File: src/rtl/ob_table_cnt_cpa.sv
// Pipelined carry-propagate adder: resolves a CSA sum/carry pair, SEG bits per stage.
// Optional sticky overflow flag when OB_TABLE_CNT_CPA_OVF_EN is defined.
module ob_table_cnt_cpa #(
  parameter int W   = 32,
  parameter int SEG = 8
) (
  input  logic         clk,
  input  logic         arst_n,
  input  logic         in_vld,
  input  logic [W-1:0] in_s_w,
  input  logic [W-1:0] in_c_w,
  output logic         in_rdy,
  output logic         out_vld,
  output logic [W-1:0] out_sum,
  output logic         out_cout,
`ifdef OB_TABLE_CNT_CPA_OVF_EN
  input  logic         ovf_clr,
  output logic         out_ovf,
`endif
  input  logic         out_rdy
);

  localparam int K = W / SEG;

  if ((SEG < 1) || ((W % SEG) != 0)) begin : g_bad_cfg
    $fatal(1, "ob_table_cnt_cpa: W must be a positive multiple of SEG");
  end

  // Whole pipe moves as one; bubbles are carried, never squeezed out.
  logic adv;
  assign adv    = !out_vld || out_rdy;
  assign in_rdy = adv;

  for (genvar gi = 0; gi < K; gi++) begin : g_stage
    localparam int LO = gi * SEG;
    localparam int CW = W - LO;

    // a word: bits below LO already resolved, bits at/above LO still raw s
    logic [W-1:0]  a_in;
    logic [CW-1:0] c_in;
    logic          cin;
    logic          v_in;
    logic [SEG:0]  sum_ch;
    logic [W-1:0]  a_d;
    logic [W-1:0]  a_q;
    logic          cy_q;
    logic          v_q;

    if (gi == 0) begin : g_head
      assign a_in = in_s_w;
      assign c_in = in_c_w;
      assign cin  = 1'b0;
      assign v_in = in_vld;
    end else begin : g_body
      assign a_in = g_stage[gi-1].a_q;
      assign c_in = g_stage[gi-1].g_cp.cp_q;
      assign cin  = g_stage[gi-1].cy_q;
      assign v_in = g_stage[gi-1].v_q;
    end

    assign sum_ch = {1'b0, a_in[LO +: SEG]} + {1'b0, c_in[SEG-1:0]} + {{SEG{1'b0}}, cin};

    always_comb begin
      a_d            = a_in;
      a_d[LO +: SEG] = sum_ch[SEG-1:0];
    end

    always_ff @(posedge clk or negedge arst_n) begin
      if (!arst_n) begin
        v_q  <= 1'b0;
        cy_q <= 1'b0;
        a_q  <= '0;
      end else if (adv) begin
        v_q  <= v_in;
        cy_q <= sum_ch[SEG];
        a_q  <= a_d;
      end
    end

    // Only the still-unconsumed upper carry-word bits travel downstream.
    if (gi < K - 1) begin : g_cp
      logic [CW-SEG-1:0] cp_q;
      always_ff @(posedge clk or negedge arst_n) begin
        if (!arst_n) begin
          cp_q <= '0;
        end else if (adv) begin
          cp_q <= c_in[CW-1:SEG];
        end
      end
    end
  end

  assign out_vld  = g_stage[K-1].v_q;
  assign out_sum  = g_stage[K-1].a_q;
  assign out_cout = g_stage[K-1].cy_q;

`ifdef OB_TABLE_CNT_CPA_OVF_EN
  // A new overflow on the same cycle as a clear wins, so no event is lost.
  logic ovf_q;
  logic ovf_d;
  assign ovf_d = (ovf_q && !ovf_clr) || (out_vld && out_rdy && out_cout);

  always_ff @(posedge clk or negedge arst_n) begin
    if (!arst_n) begin
      ovf_q <= 1'b0;
    end else begin
      ovf_q <= ovf_d;
    end
  end

  assign out_ovf = ovf_q;
`endif

endmodule
File: config.mk
export PLATFORM = sky130hd
export DESIGN_NAME = ob_table_cnt_cpa
export DESIGN_NICKNAME = d
export VERILOG_FILES = /design/src/rtl/ob_table_cnt_cpa.sv
export SDC_FILE = /design/constraint.sdc
export NUM_CORES = 1
export LEC_CHECK = 0
export BUFFER_PORTS_ARGS = -buffer_cell sky130_fd_sc_hd__buf_2
export CAP_MARGIN = 20
export CORE_UTILIZATION = 50
export DETAILED_ROUTE_END_ITERATION = 10
export HOLD_SLACK_MARGIN = 0.1
export PLACE_DENSITY = 0.75
export SLEW_MARGIN = 10
export SYNTH_ARGS = -nofsm -noshare
export SYNTH_HDL_FRONTEND = slang
export SYNTH_SLANG_ARGS = --single-unit
File: constraint.sdc
create_clock -name clk -period 2.9 [get_ports clk]
set_input_delay 0.435 -clock clk [delete_from_list [all_inputs] [get_ports clk]]
set_output_delay 0.435 -clock clk [all_outputs]
set_load 0.02 [all_outputs]
==> qor.tcl <==
set qor(synth.net_count) 1004
set qor(synth_edf_count) 0
set qor(timing.critical_path.cells) {fa_1, fa_1, a21oi_1, a2bb2oi_1, a21oi_1, o31a_1}
set qor(clock_path_buffers) 2
set qor(fin_nets) 1090
set qor(power.static_leakage_nw) 4.978
set qor(outcome) {finished clean}
set qor(multi_input_comb_area_um2) 3276
set qor(core.rowCount) 46
set qor(route.antenna.remaining_nets) 0
set qor(post_route_cells_drive_above_1_share_pct) 14.23
set qor(total_routed_wirelength_um) 16240
set qor(place.port_buffers) 102
set qor(finalWorstPathRequiredPeriod_ns) 2.347
set qor(synth_seq_cells) 184
set qor(viasPerCell) 4.929
set qor(synthesis.area_per_instance_um2) 9.009
set qor(grt_first_pass_wirelength_um) 27540
set qor(synth_top_family_by_area) {simple AND/OR/NAND/NOR gates}
set qor(insertedDiodeCount) 0
set qor(source_to_sink_clock_delay_at_the_later_pin_of_the_worst_skew_pair_ns) 0.43
set qor(grt_antenna_before_repair) 0
set qor(post_synthesis_cell_area_um2) 8108
set qor(gpl.final_weighted_congestion) 0.8997
set qor(powerDensity_nw_per_um2) 1144
set qor(globalRoute.totalOverflow) 0
set qor(rsz0062_at_grt) {no}
set qor(cts-htree-levels) 4
set qor(postCtsSetupRepairBufs) 0
set qor(internal-power_mw) 6.743
set qor(drt-pass1-iter-count) 4
set qor(die_height_um) 129.3
set qor(final_design_area_no_fill_um2) 9437
set qor(tightestPinTransition_ns) 0.6773
set qor(worst_r2r_startpoint) {g_stage[2].a_q[24]}
set qor(synth.cells.most_frequent) {nand2_1, dfrtp_1, ha_1}
set qor(crit_path_start) {g_stage[2].a_q[24]}
set qor(post_synth_and_or_nand_nor_area_fraction_pct) 24.92
set qor(main_synth_ff_type) {dfrtp_1}
set qor(report.final.hold_viol_count) 0
set qor(muxShareOfSynthArea_pct) 0.1389
set qor(floorplan.core_area_um2) 15890
set qor(synth_compound_gate_area_share_pct) 7.670
set qor(synthesis.instances) 900
set qor(io-pin-count) 103
set qor(clkPwrFrac_pct) 22.5
set qor(cts_tree) {yes}
set qor(start_util_pct) 51.04
set qor(drv_cap) 0
set qor(ir_drop_uv) 536.4
set qor(synthAdderAreaFrac_pct) 6.204
set qor(switching_share_pct) 37.53
set qor(cts_sinks) 184
set qor(min_from) {in_c_w[18]}
set qor(yosys_warnings) 0
set qor(clkTransAtPathRegs_ns) 0.06
set qor(timing.setup.tns_ns) 0
set qor(arrival_ns) 2.67
set qor(nFillCells) 1450
set qor(groute.usage.overall_pct) 21.27
set qor(p_switching_mw) 4.051
set qor(worst_hold_path_type) {input port to flip-flop}
set qor(routedWlPerCell_um) 13.38
set qor(initial_detailed_routing_violation_count) 494
set qor(crit_required_ns) 3.22
set qor(area_growth_syn_to_layout_pct) 16.39
set qor(worst-path-max-fanout) 3
set qor(die_area_um2) 16730
set qor(synth.area.top_cells) {dfrtp_1, nand2_1, ha_1}
set qor(reg2reg_setup_slack_ns) 0.55
set qor(critical_path.startpoint_type) {flip-flop}
set qor(sequential_area_share_after_synthesis_pct) 56.79
set qor(timing.critical_path.slowest_cell_delay_ns) 0.49
set qor(clock_skew_ns) 0.005832
set qor(maxClockFrequency_mhz) 426.1
set qor(finalMaxSlewViolations) 0
set qor(placedInstanceArea_um2) 8807
set qor(timing.critical_path.to_type) {flip-flop}
set qor(hold_slack_ns) 0.1917
set qor(detailedPlacementHpwl_um) 10650
set qor(setup_violations) 0
set qor(synth_most_common_cell) {nand2_1}
set qor(share_of_total_power_in_combinational_logic_pct) 37.4
set qor(p_seq_share_pct) 40.1
set qor(area_occupied_by_registers_um2) 4604
set qor(async_reset_ff_share_pct) 100.0
set qor(total_power_mw) 10.79
set qor(yosys.area_share.xor_xnor_pct) 1.404
set qor(synth_cell_types) 39
set qor(maxSlewHeadroom_pct) 54.85
set qor(crit_type) {flip-flop to flip-flop}
set qor(floorplan_die_width_um) 129.3
set qor(worst_path_max_delay_cell) {fa_1}
set qor(drt_drc_violations_left) 0
set qor(post-route-period-util_pct) 80.92
set qor(vias) 5984
set qor(quantity_of_gates_resized_following_cts) 0
set qor(vias_in_the_first_global_route) 5702
set qor(ctsRootBufferMaster) {clkbuf_16}
set qor(cts_inserted_buffers) 17
set qor(grt_max_degree) 138
set qor(synth_top_area_cell) {dfrtp_1}
set qor(synth_top_cell_area_share_pct) 56.79
==> through the flow <==
step	std cells	setup slack, ns	utilization [%]
after floorplan	900	0.7327	-
after global placement	1182	0.6412	55.44
after detailed placement	1182	0.5697	55.44
after CTS	1214	0.5522	59.40
after global routing	1214	0.4268	59.40
final	1214	0.5533	59.40
==> placed cells by master, fill, tap and decap left out, types with 2 or more instances in the layout <==
cell / instances
dfrtp_1: 184
and4_1: 3
o21bai_1: 3
clkbuf_16: 17
o31a_1: 5
inv_6: 2
a21oi_1: 22
o211ai_1: 10
ha_1: 29
a211oi_1: 11
clkbuf_8: 2
nor2_1: 17
o22a_1: 3
clkinvlp_4: 4
fa_1: 7
nand2_1: 484
o31ai_1: 4
clkbuf_1: 2
o21ai_0: 15
or2_2: 2
o21a_1: 6
inv_1: 11
buf_2: 101
bufinv_16: 4
nand2b_1: 5
nor3_1: 6
a21o_1: 4
a211o_1: 2
buf_12: 4
xnor2_1: 13
==> metal layers <==
layer | up-vias | global-route usage (%) | routed length, um
met5 | - | 0 | 0
met4 | 0 | 6.920 | 199
met3 | 16 | 4.624 | 647
met2 | 126 | 32.54 | 7415
met1 | 2796 | 30.24 | 7980
li1 | 3046 | - | -
==> registers in the layout (all words and copies together), names as in the netlist <==
| register | count |
|---|---|
| g_stage.a_q | 96 |
| g_stage.cy_q | 3 |
| g_stage.g_cp.cp_q | 48 |
| g_stage.v_q | 3 |
| out_cout | 1 |
| out_sum | 32 |
| out_vld | 1 |
==> worst max-delay path, delay by kind of cell, from the launching register on <==
kind	cells	cell delay, ns
flip-flops	1	0.41
AO/OA/AOI/OAI	4	0.91
adder cells (fa/ha/maj)	2	0.92
==> timing repair <==
item,CTS,global route
hold endpoints to repair,81,0
setup endpoints to repair,0,0
hold buffers,1,0
==> power groups by stage <==
stage,combinational (mW),sequential [mW],clock [mW]
floorplan,2.77,4.49,0
global placement,3.90,4.32,0
detailed placement,4.02,4.37,0
CTS,4.07,4.33,2.47
global route,4.59,4.47,2.58
finish,4.04,4.33,2.43
==> final cells by class <==
| type | instances | share of cell area (%) |
|---|---|---|
| tap | 216 | 2.864 |
| clock buffer | 20 | 4.733 |
| sequential | 184 | 48.79 |
| timing repair buffer | 108 | 6.537 |
| multi-input combinational | 663 | 34.71 |
| clock inverter | 11 | 1.830 |
| inverter | 12 | 0.5304 |
==> worst paths after layout <==
kind | endpoint | cells past startpoint
min in group asynchronous | g_stage[0].g_cp.cp_q[21] | 2
min reg2reg | out_sum[11] | 2
max in group asynchronous | g_stage[2].a_q[15] | 3
min | g_stage[0].g_cp.cp_q[10] | 3
max | out_cout | 6
max reg2reg | out_cout | 6
==> kinds of logic after synthesis <==
family          Yosys count
compound gates           90
xor+xnor                 13
fa+ha+maj                36
buf+inv                  53
flops                   184
mux                       1
simple gates            523
Power figures use the tool's default switching activity.
